==> src/rtl/axis_adc_mc_regs.sv <==
// Multichannel ADC capture register bank on the up_* bus: staging/commit, go pulses and irq.
// Define AXIS_ADC_MC_REGS_TIMESTAMP_EN to add a 64-bit cycle counter readable at 0x08/0x09.
module axis_adc_mc_regs #(
  parameter logic [31:0] ID     = 32'd0,
  parameter int unsigned NUM_CH = 2
) (
  input  logic                 axim_clk,
  input  logic                 axim_rst,
  input  logic                 up_wreq,
  input  logic [13:0]          up_waddr,
  input  logic [31:0]          up_wdata,
  output logic                 up_wack,
  input  logic                 up_rreq,
  input  logic [13:0]          up_raddr,
  output logic [31:0]          up_rdata,
  output logic                 up_rack,
  output logic [NUM_CH*32-1:0] ch_data_len,
  output logic [NUM_CH*32-1:0] ch_wr_addr_0,
  output logic [NUM_CH*32-1:0] ch_wr_addr_1,
  output logic [NUM_CH-1:0]    ch_go,
  input  logic [NUM_CH-1:0]    ch_done,
  input  logic [NUM_CH-1:0]    ch_overflow,
  input  logic [NUM_CH*4-1:0]  ch_buf_index,
  input  logic [NUM_CH*32-1:0] ch_write_count,
  output logic                 irq
);
  localparam logic [31:0] Version = 32'h0006_0063;
  localparam logic [7:0]  ChMask  = 8'((1 << NUM_CH) - 1);
  localparam logic [15:0] EvtMask = {ChMask, ChMask};
  localparam logic [3:0]  NumChW  = 4'(NUM_CH);

  logic                    wsel, rsel, w_ch_hit, r_ch_hit;
  logic [5:0]              w_off, r_off;
  logic [15:0]             w1c;
  logic [NUM_CH-1:0][31:0] len_s_q, len_s_d, a0_s_q, a0_s_d, a1_s_q, a1_s_d;
  logic [NUM_CH-1:0][31:0] len_c_q, len_c_d, a0_c_q, a0_c_d, a1_c_q, a1_c_d;
  logic [NUM_CH-1:0]       go_q, go_d, busy_q, busy_d, done_q, ovf_q;
  logic [NUM_CH-1:0]       go_req, done_rise, ovf_rise;
  logic [31:0]             scratch_q, scratch_d, irq_en_q, irq_en_d;
  logic [15:0]             irq_sts_q, irq_sts_d;
  logic                    armed_q, irq_q, wack_q, rack_q;
  logic [31:0]             rdata_q, rd_val, ts_lo, ts_hi;

  assign wsel     = up_wreq && (up_waddr[13:8] == 6'd0);
  assign rsel     = up_rreq && (up_raddr[13:8] == 6'd0);
  assign w_off    = 6'(up_waddr[7:0] - 8'h10);
  assign r_off    = 6'(up_raddr[7:0] - 8'h10);
  assign w_ch_hit = wsel && (up_waddr[7:0] >= 8'h10) && (up_waddr[7:0] < 8'h50) &&
                    ({1'b0, w_off[5:3]} < NumChW);
  assign r_ch_hit = rsel && (up_raddr[7:0] >= 8'h10) && (up_raddr[7:0] < 8'h50) &&
                    ({1'b0, r_off[5:3]} < NumChW);
  assign w1c      = (wsel && (up_waddr[7:0] == 8'h03)) ? up_wdata[15:0] : 16'd0;

`ifdef AXIS_ADC_MC_REGS_TIMESTAMP_EN
  logic [63:0] ts_q;
  logic [31:0] ts_hi_q;

  // Reading the low word freezes the high word so a 0x08/0x09 pair is coherent.
  always_ff @(posedge axim_clk) begin
    if (axim_rst) begin
      ts_q    <= '0;
      ts_hi_q <= '0;
    end else begin
      ts_q <= ts_q + 64'd1;
      if (rsel && (up_raddr[7:0] == 8'h08)) ts_hi_q <= ts_q[63:32];
    end
  end
  assign ts_lo = ts_q[31:0];
  assign ts_hi = ts_hi_q;
`else
  assign ts_lo = '0;
  assign ts_hi = '0;
`endif

  // Edges are masked on the first cycle after reset so already-high inputs don't fire.
  always_comb begin
    scratch_d = scratch_q;
    irq_en_d  = irq_en_q;
    len_s_d   = len_s_q;
    a0_s_d    = a0_s_q;
    a1_s_d    = a1_s_q;
    len_c_d   = len_c_q;
    a0_c_d    = a0_c_q;
    a1_c_d    = a1_c_q;
    busy_d    = busy_q;
    go_d      = '0;
    go_req    = '0;
    done_rise = armed_q ? (ch_done & ~done_q) : '0;
    ovf_rise  = armed_q ? (ch_overflow & ~ovf_q) : '0;
    if (wsel && (up_waddr[7:0] == 8'h02)) scratch_d = up_wdata;
    if (wsel && (up_waddr[7:0] == 8'h04)) irq_en_d = up_wdata;
    for (int n = 0; n < NUM_CH; n++) begin
      if (w_ch_hit && (w_off[5:3] == 3'(n))) begin
        case (w_off[2:0])
          3'd0:    go_req[n] = up_wdata[0];
          3'd1:    len_s_d[n] = up_wdata;
          3'd2:    a0_s_d[n] = up_wdata;
          3'd3:    a1_s_d[n] = up_wdata;
          default: ;
        endcase
      end
      if (wsel && (up_waddr[7:0] == 8'h05) && up_wdata[0]) go_req[n] = 1'b1;
      if (go_req[n] && !busy_q[n]) begin
        go_d[n]    = 1'b1;
        busy_d[n]  = 1'b1;
        len_c_d[n] = len_s_q[n];
        a0_c_d[n]  = a0_s_q[n];
        a1_c_d[n]  = a1_s_q[n];
      end else if (done_rise[n]) begin
        busy_d[n] = 1'b0;
      end
    end
    // Set wins over a simultaneous write-one-to-clear.
    irq_sts_d = ((irq_sts_q & ~w1c) | {8'(ovf_rise), 8'(done_rise)}) & EvtMask;
  end

  always_comb begin
    rd_val = '0;
    case (up_raddr[7:0])
      8'h00:   rd_val = Version;
      8'h01:   rd_val = ID;
      8'h02:   rd_val = scratch_q;
      8'h03:   rd_val = {16'd0, irq_sts_q};
      8'h04:   rd_val = irq_en_q;
      8'h08:   rd_val = ts_lo;
      8'h09:   rd_val = ts_hi;
      default: ;
    endcase
    for (int n = 0; n < NUM_CH; n++) begin
      if (r_ch_hit && (r_off[5:3] == 3'(n))) begin
        case (r_off[2:0])
          3'd1:    rd_val = len_s_q[n];
          3'd2:    rd_val = a0_s_q[n];
          3'd3:    rd_val = a1_s_q[n];
          3'd4:    rd_val = {25'd0, ch_buf_index[n*4 +: 4], busy_q[n], ch_overflow[n], ch_done[n]};
          3'd5:    rd_val = ch_write_count[n*32 +: 32];
          default: ;
        endcase
      end
    end
  end

  always_ff @(posedge axim_clk) begin
    if (axim_rst) begin
      len_s_q   <= '0;
      a0_s_q    <= '0;
      a1_s_q    <= '0;
      len_c_q   <= '0;
      a0_c_q    <= '0;
      a1_c_q    <= '0;
      go_q      <= '0;
      busy_q    <= '0;
      done_q    <= '0;
      ovf_q     <= '0;
      scratch_q <= '0;
      irq_en_q  <= '0;
      irq_sts_q <= '0;
      armed_q   <= 1'b0;
      irq_q     <= 1'b0;
      wack_q    <= 1'b0;
      rack_q    <= 1'b0;
      rdata_q   <= '0;
    end else begin
      len_s_q   <= len_s_d;
      a0_s_q    <= a0_s_d;
      a1_s_q    <= a1_s_d;
      len_c_q   <= len_c_d;
      a0_c_q    <= a0_c_d;
      a1_c_q    <= a1_c_d;
      go_q      <= go_d;
      busy_q    <= busy_d;
      done_q    <= ch_done;
      ovf_q     <= ch_overflow;
      scratch_q <= scratch_d;
      irq_en_q  <= irq_en_d;
      irq_sts_q <= irq_sts_d;
      armed_q   <= 1'b1;
      irq_q     <= |(irq_sts_q & irq_en_q[15:0]);
      wack_q    <= wsel;
      rack_q    <= rsel;
      rdata_q   <= rsel ? rd_val : '0;
    end
  end

  assign up_wack      = wack_q;
  assign up_rack      = rack_q;
  assign up_rdata     = rdata_q;
  assign ch_go        = go_q;
  assign ch_data_len  = len_c_q;
  assign ch_wr_addr_0 = a0_c_q;
  assign ch_wr_addr_1 = a1_c_q;
  assign irq          = irq_q;

endmodule

==> config.mk <==
export PLATFORM = sky130hd
export DESIGN_NAME = axis_adc_mc_regs
export DESIGN_NICKNAME = d
export VERILOG_FILES = /design/src/rtl/axis_adc_mc_regs.sv
export SDC_FILE = /design/constraint.sdc
export NUM_CORES = 1
export LEC_CHECK = 0
export BUFFER_PORTS_ARGS = -buffer_cell sky130_fd_sc_hd__buf_2
export CORE_MARGIN = 2
export CORE_UTILIZATION = 45
export CTS_CLUSTER_DIAMETER = 40
export DETAILED_ROUTE_END_ITERATION = 10
export MAX_ROUTING_LAYER = met4
export PLACE_DENSITY = 0.79
export SYNTH_ARGS = -nofsm -noshare
export SYNTH_HDL_FRONTEND = slang
export SYNTH_SLANG_ARGS = --single-unit
export TNS_END_PERCENT = 1
==> constraint.sdc <==
create_clock -name axim_clk -period 2.8 [get_ports axim_clk]
set_input_delay 0.28 -clock axim_clk [delete_from_list [all_inputs] [get_ports axim_clk]]
set_output_delay 0.28 -clock axim_clk [all_outputs]
set_load 0.01 [all_outputs]
==> results of run 1 <==
power groups by stage:
| stage | logic, mW | clock network (mW) | registers, mW |
|---|---|---|---|
| after floorplan | 0.388 | 0 | 7.22 |
| after CTS | 0.708 | 9.18 | 7.07 |
| after detailed placement | 0.699 | 0 | 7.22 |
| after global placement | 0.693 | 0 | 7.22 |
| final | 0.725 | 9.10 | 7.07 |
| after global routing | 0.755 | 9.50 | 7.07 |
cell usage in the layout (no fill, tap or decap), drive strengths merged, types with 6 or more instances in the layout:
cell and instances:
a21oi 473, a22oi 35, a32oi 47, buf 426, clkbuf 87, clkinv 11
clkinvlp 7, dfxtp 496, diode 7, ha 6, inv 35, mux2i 61
nand2 726, nand2b 6, nand3 10, nand3b 6, nand4 99, nor2 17
nor2b 14, o211ai 25, o21ai 158, o22ai 23
layer usage:
| layer | vias up | part of all wire [%] |
|---|---|---|
| met5 | - | 0 |
| met4 | 0 | 6.0 |
| met3 | 263 | 8.0 |
| met2 | 1067 | 48 |
| met1 | 9719 | 38 |
| li1 | 9425 | - |
tightest hold or removal path, cell delays in order:
cell and delay [ps]:
buf_2 180, nand2_1 80, a21oi_1 60
area by class of cell:
type	instances	area [µm²]
Antenna cell	7	17.52
Clock buffer	87	1981
Clock inverter	42	452.9
Fill cell	4114	20100
Inverter	15	56.30
Multi-Input combinational cell	1789	9249
Sequential cell	496	9930
Tap cell	600	750.7
Timing Repair Buffer	431	2555
stage by stage:
stage,util [%],std cells,hold WS (ps)
6_report,55.43,3467,45.48
3_5_place_dp,49.88,3326,441.8
2_1_floorplan,-,2570,408.2
4_1_cts,55.39,3460,16.28
5_1_grt,55.42,3466,34.01
3_3_place_gp,49.88,3326,435.7
state kept, by name (all words and copies together) (netlist names):
signal / count
irq: 1
up_rack: 1
busy_q: 2
done_q: 2
ch_wr_addr_1: 64
ch_go: 2
irq_en_q: 32
up_wack: 1
ovf_q: 2
ch_data_len: 64
up_rdata: 32
scratch_q: 32
armed_q: 1
a0_s_q: 64
irq_sts_q: 4
ch_wr_addr_0: 64
a1_s_q: 64
len_s_q: 64
cells by family after synthesis:
| kind of cell | synth area share, % |
|---|---|
| and+or+nand+nor | 19.39 |
| AOI/OAI and AO/OA | 22.11 |
| DFF | 48.62 |
| buffers and inverters | 6.317 |
| muxes | 3.155 |
| adders and majority gates | 0.3676 |
| xor gates and xnor gates | 0.04289 |
worst paths after layout:
path,end,slack [ps],cells after the start
setup / recovery,ch_data_len[57]$_SDFFE_PP0P_,770,9
hold / removal,len_s_q[48]$_SDFFE_PP0P_,50,3
setup reg to reg,ch_data_len[59]$_SDFFE_PP0P_,840,5
hold reg to reg,ch_data_len[19]$_SDFFE_PP0P_,450,2
timing repair:
action / CTS / global route
setup buffers: 0 / 0
hold buffers: 5 / 0
hold endpoints to repair: 14 / 0
==> impl_metrics.ini, run 1 <==
[run_status]
status = finished, final reports clean

[grt]
antenna_found_initial = 6
globalRouteMet2Util_pct = 49.83
grt_start_max_net_pins = 209
gr-total-overflow = 0
grt_use_met1_pct = 36.76
grt_pass1_vias = 19345
grt-busiest-layer = met2
grt_pass1_wl_um = 111400
grt_use_total_pct = 31.33
grt.met3_usage_pct = 6.359

[routing]
drt_first_pass_iters = 6
routed_wl_um = 74830
drtIter0Drc = 2349
drc = 0
via_per_inst = 5.905
wl_per_cell_um = 21.58
vias = 20474
ant_nets = 0

[synth]
ys_types = 68
synth_top_cell_area_share_pct = 48.62
yosysMostFrequentCell = nand2_1
postSynthNetCount = 2716
synth_edf_count = 0
synth_flop_cell = dfxtp_1
avgSynthCellArea_um2 = 7.946
syn_inst = 2570
yosysSeqAreaShare_pct = 48.62
ys_seq_elements = 496
syn_area_um2 = 20420
yosys-top-cells-area = dfxtp_1 (49%), nand2_1 (13%), a21oi_1 (12%)
yosys_warnings = 0
synthTopCellsByCount = nand2_1 (726), dfxtp_1 (496), a21oi_1 (473)
yosys.area.top_type = dfxtp_1
async_flop_share_pct = 0

[placement]
io_buffers = 368
dpl_worst_slack_ps = 224.3
gp_congestion = 0.9313
postPlaceCellArea_um2 = 22490
dpl.hpwl_um = 50270

[sta]
period_minus_slack_ps = 2032
rsz0062_at_grt = false
max_clock_freq_ghz = 0.4920
clock_skew_ps = 14.89
worst_slack_ps = 767.5
finalHoldViolations = 0
setup_viol_count_final = 0
setup-tns-final_ps = 0
slew_violations = 0
timing.slew.headroom_pct = 20.08
worstMarginPinSlew_ps = 1199
fin_crit_sh_pct = 72.59

[power_and_ir_drop]
power_frac_comb_pct = 4.3
power.switching_mw = 4.086
power.total_mw = 16.89
p_sw_share_pct = 24.19
power.share.clock_pct = 53.8
p_leak_nw = 9.132
p_int_mw = 12.81
peakVddDrop_mv = 0.4118
powerDensity_nw_per_um2 = 676.0
power_frac_seq_pct = 41.9

[worst_setup_path]
crit_fanout = 62
slowest_stage = or4_4
path_cells = buf_2 > inv_1 > ha_1 > nand4b_4 > or4_4 > o21a_2 > buf_4 > o21ai_0 > a21oi_1
critical_path.top_delay_family = simple AND/OR/NAND/NOR gates
end_kind = flop
path_buf_inv = 3
worst_ep_arrival_time_ps = 2470
reg2reg_from = busy_q[1]$_SDFFE_PP0P_
crit_required_ps = 3230
criticalPathCategory = in2reg
cpPeakStageDelay_ps = 580
start_kind = input port
critPathLaunch = up_waddr[4]

[floorplan]
dieArea_um2 = 47100
fp.dieW_um = 217.0
io_pins = 369
die_y_um = 217.0
core_area_um2 = 45090
rows = 78
initial_core_util_pct = 45.29

[clocking]
clk_path_buf_depth = 3
clock_latency_ps = 600
tritoncts = yes
path_clk_slew_ps = 60
cts_buffers = 73
clock-sinks = 496
clockRootBuffer = clkbuf_16
cts-htree-levels = 3
cts_resized = 0

[min_path]
hold_path_class = in2reg
hp-start = up_wdata[16]

[finish]
design_area_um2 = 24990
fin_nets = 2952
area_growth_pct = 22.37
drive_above_1_share_pct = 20.24

[job]
cap_viol_max_count = 0
(Power assumes the default switching activity.)
==> run 2: changes to the inputs <==
--- a/config.mk
+++ b/config.mk
@@ -5,13 +5,14 @@
 export SDC_FILE = /design/constraint.sdc
 export NUM_CORES = 1
 export LEC_CHECK = 0
+export ABC_AREA = 1
 export BUFFER_PORTS_ARGS = -buffer_cell sky130_fd_sc_hd__buf_2
 export CORE_MARGIN = 2
 export CORE_UTILIZATION = 45
 export CTS_CLUSTER_DIAMETER = 40
 export DETAILED_ROUTE_END_ITERATION = 10
 export MAX_ROUTING_LAYER = met4
-export PLACE_DENSITY = 0.79
+export PLACE_DENSITY = 0.81
 export SYNTH_ARGS = -nofsm -noshare
 export SYNTH_HDL_FRONTEND = slang
 export SYNTH_SLANG_ARGS = --single-unit
==> constraint.sdc (replaced) <==
create_clock -name axim_clk -period 1.7 [get_ports axim_clk]
set_input_delay 0.17 -clock axim_clk [delete_from_list [all_inputs] [get_ports axim_clk]]
set_output_delay 0.17 -clock axim_clk [all_outputs]
set_load 0.01 [all_outputs]
==> run 2 against run 1 <==
Against the previous run:
- clock power up 57%
- utilization up 3.6 points
- cell count grew 25%
- routed wire length grew 9.9%
==> impl_metrics.ini, run 2 <==
[run_status]
status = finished, final reports clean

[sta]
max_clock_freq_ghz = 0.6381
fin_hold_ws_ps = 30.01
fin_crit_sh_pct = 92.18
setup_viol_count_final = 0
timing.slew.headroom_pct = 66.47
worstMarginPinSlew_ps = 497.7
clock_skew_ps = 20.78
finalHoldViolations = 0
slew_violations = 0
period_minus_slack_ps = 1567
rsz0062_at_grt = false

[routing]
drt_first_pass_iters = 6
wl_per_cell_um = 19.00
via_per_inst = 5.400
drtIter0Drc = 2875
ant_nets = 0
drc = 0
routed_wl_um = 82270
vias = 23381

[power_and_ir_drop]
p_int_mw = 20.67
p_leak_nw = 12.16
powerDensity_nw_per_um2 = 962.3
peakVddDrop_mv = 0.6630
power.share.clock_pct = 52.4
power_frac_comb_pct = 4.7
power.switching_mw = 6.519
p_sw_share_pct = 23.98
power_frac_seq_pct = 42.8

[synth]
syn_area_um2 = 21860
synthSimpleGateAreaFrac_pct = 29.24
muxShareOfSynthArea_pct = 0
yosys_warnings = 0
yosys-top-cells-area = dfxtp_1 (45%), nor2_1 (12%), nand2_1 (9.6%)
synth-adder-area-share_pct = 0.3434
avgSynthCellArea_um2 = 6.761
synth_edf_count = 0
synth_flop_cell = dfxtp_1
ys_seq_elements = 496
yosys.area.top_type = dfxtp_1
synth_top_cell_area_share_pct = 45.43
syn_inst = 3233
synthTopCellsByCount = nor2_1 (712), nand2_1 (557), dfxtp_1 (496)
yosysMostFrequentCell = nor2_1
synth_top_family_by_area = simple AND/OR/NAND/NOR gates
yosysSeqAreaShare_pct = 45.43
synth_compound_area_share_pct = 14.84
postSynthNetCount = 3379
ys_types = 33
synth-xor-area-share_pct = 0
async_flop_share_pct = 0

[grt]
grt_pass1_wl_um = 123200
grt_use_total_pct = 32.68
grt_pass1_vias = 21111
grt_start_max_net_pins = 84
gr-total-overflow = 0
antenna_found_initial = 3

[clocking]
clk_path_buf_depth = 3
tritoncts = yes
post_cts_buffers = 0
clockRootBuffer = clkbuf_16
clock_latency_ps = 600
clock-sinks = 496
path_clk_slew_ps = 60
postCtsHoldBufs = 37
cts-htree-levels = 3
cts_resized = 0
cts_buffers = 68

[min_path]
hold_path_class = in2reg

[placement]
dpl.hpwl_um = 60130
gp_congestion = 1.006
io_buffers = 368

[floorplan]
initial_core_util_pct = 45.69
die_y_um = 224.4
fp.dieW_um = 224.4
dieArea_um2 = 50350
rows = 80
core_area_um2 = 47850
io_pins = 369

[worst_setup_path]
crit_fanout = 19
criticalPathCategory = in2reg
start_kind = input port
crit_required_ps = 2190
end_kind = flop
worst_ep_arrival_time_ps = 2060

[finish]
drive_above_1_share_pct = 18.88
final_cell_mix = nor2_1 (710), nand2_1 (553), dfxtp_1 (496), buf_2 (368), a21oi_1 (294)
final_common_cell = nor2_1
post-route-util_pct = 59.05
nFillCells = 4252
area_growth_pct = 29.26
fin_nets = 3804

[job]
cap_viol_max_count = 0
## run 2: cell count changes in the layout (fill, tap and decap cells not counted), sizes merged, moves of 47 or more
cell and change:
nor2 +700, nand2 -169, a32oi -47, inv +284
mux2i -61, nand4 -74, o21ai +129, nand3 +256
buf +124, a21oi -178
## run 2: final cells by class
cell class	instances	area, µm²	area share [%]
diodes	3	7.507	0.02657
clock buffers	87	1874	6.634
clock inverters	37	389.1	1.377
inverters	303	1155	4.088
multi-input cells	2202	9762	34.55
flip-flops and latches	496	9930	35.14
well taps	615	769.5	2.724
repair buffers	587	4367	15.46
## run 2: power groups by stage
stage                     registers [mW]  logic [mW]  clock network (mW)
after global routing                11.6        1.37                14.8
after detailed placement            11.9        1.17                   0
after floorplan                     11.9       0.539                   0
final                               11.6        1.29                14.3
after global placement              11.9        1.16                   0
after CTS                           11.6        1.25                14.3
## run 2: cell families (layout without fill, tap and decap cells)
family | count (synthesis) | in the layout
compound gates | 622 | 622
fa+ha+maj | 6 | 6
buf+inv | 535 | 1014
flops | 496 | 496
other cells | 0 | 3
simple gates | 1574 | 1574
## run 2: final timing paths
path	from	end	slack, ps	cells past startpoint
hold / removal	ch_write_count[35]	up_rdata[3]$_SDFF_PP0_	30	7
hold reg to reg	scratch_q[8]$_SDFFE_PP0P_	scratch_q[8]$_SDFFE_PP0P_	440	2
setup / recovery	up_wdata[0]	ch_wr_addr_1[27]$_SDFFE_PP0P_	130	10
setup reg to reg	busy_q[0]$_SDFFE_PP0P_	ch_wr_addr_1[27]$_SDFFE_PP0P_	270	5
## run 2: critical path, stage by stage
cell and delay [ps]:
dlygate4sd3_1 530, buf_2 170, nand2_1 70, nor2_1 140, nand4_1 220, nand2_2 160
buf_12 190, nand3_1 210, nand2_1 130, nor2_1 50
## run 2: per-stage QoR
step | setup TNS (ps) | area (µm²) | setup slack (ps) | cells | power, mW
2_1_floorplan | -4859 | 21880 | -46.41 | 3233 | 12.44
6_report | 0 | 28250 | 132.9 | 4330 | 27.19
5_1_grt | 0 | 28250 | 12.73 | 4329 | 27.86
3_5_place_dp | -73070 | 25610 | -299.6 | 4166 | 13.07
4_1_cts | 0 | 28250 | 153.1 | 4327 | 27.19
3_3_place_gp | -60000 | 25610 | -259.6 | 4166 | 13.06
## run 2: routing by layer
metal	vias to the layer above	share of wire [%]	wire length, µm	track usage (%)
li1	11175	-	-	-
met1	10711	40	33020	42.33
met2	1295	44	35830	48.58
met3	200	11	8714	5.996
met4	0	5.7	4704	17.37
met5	-	0	0	-
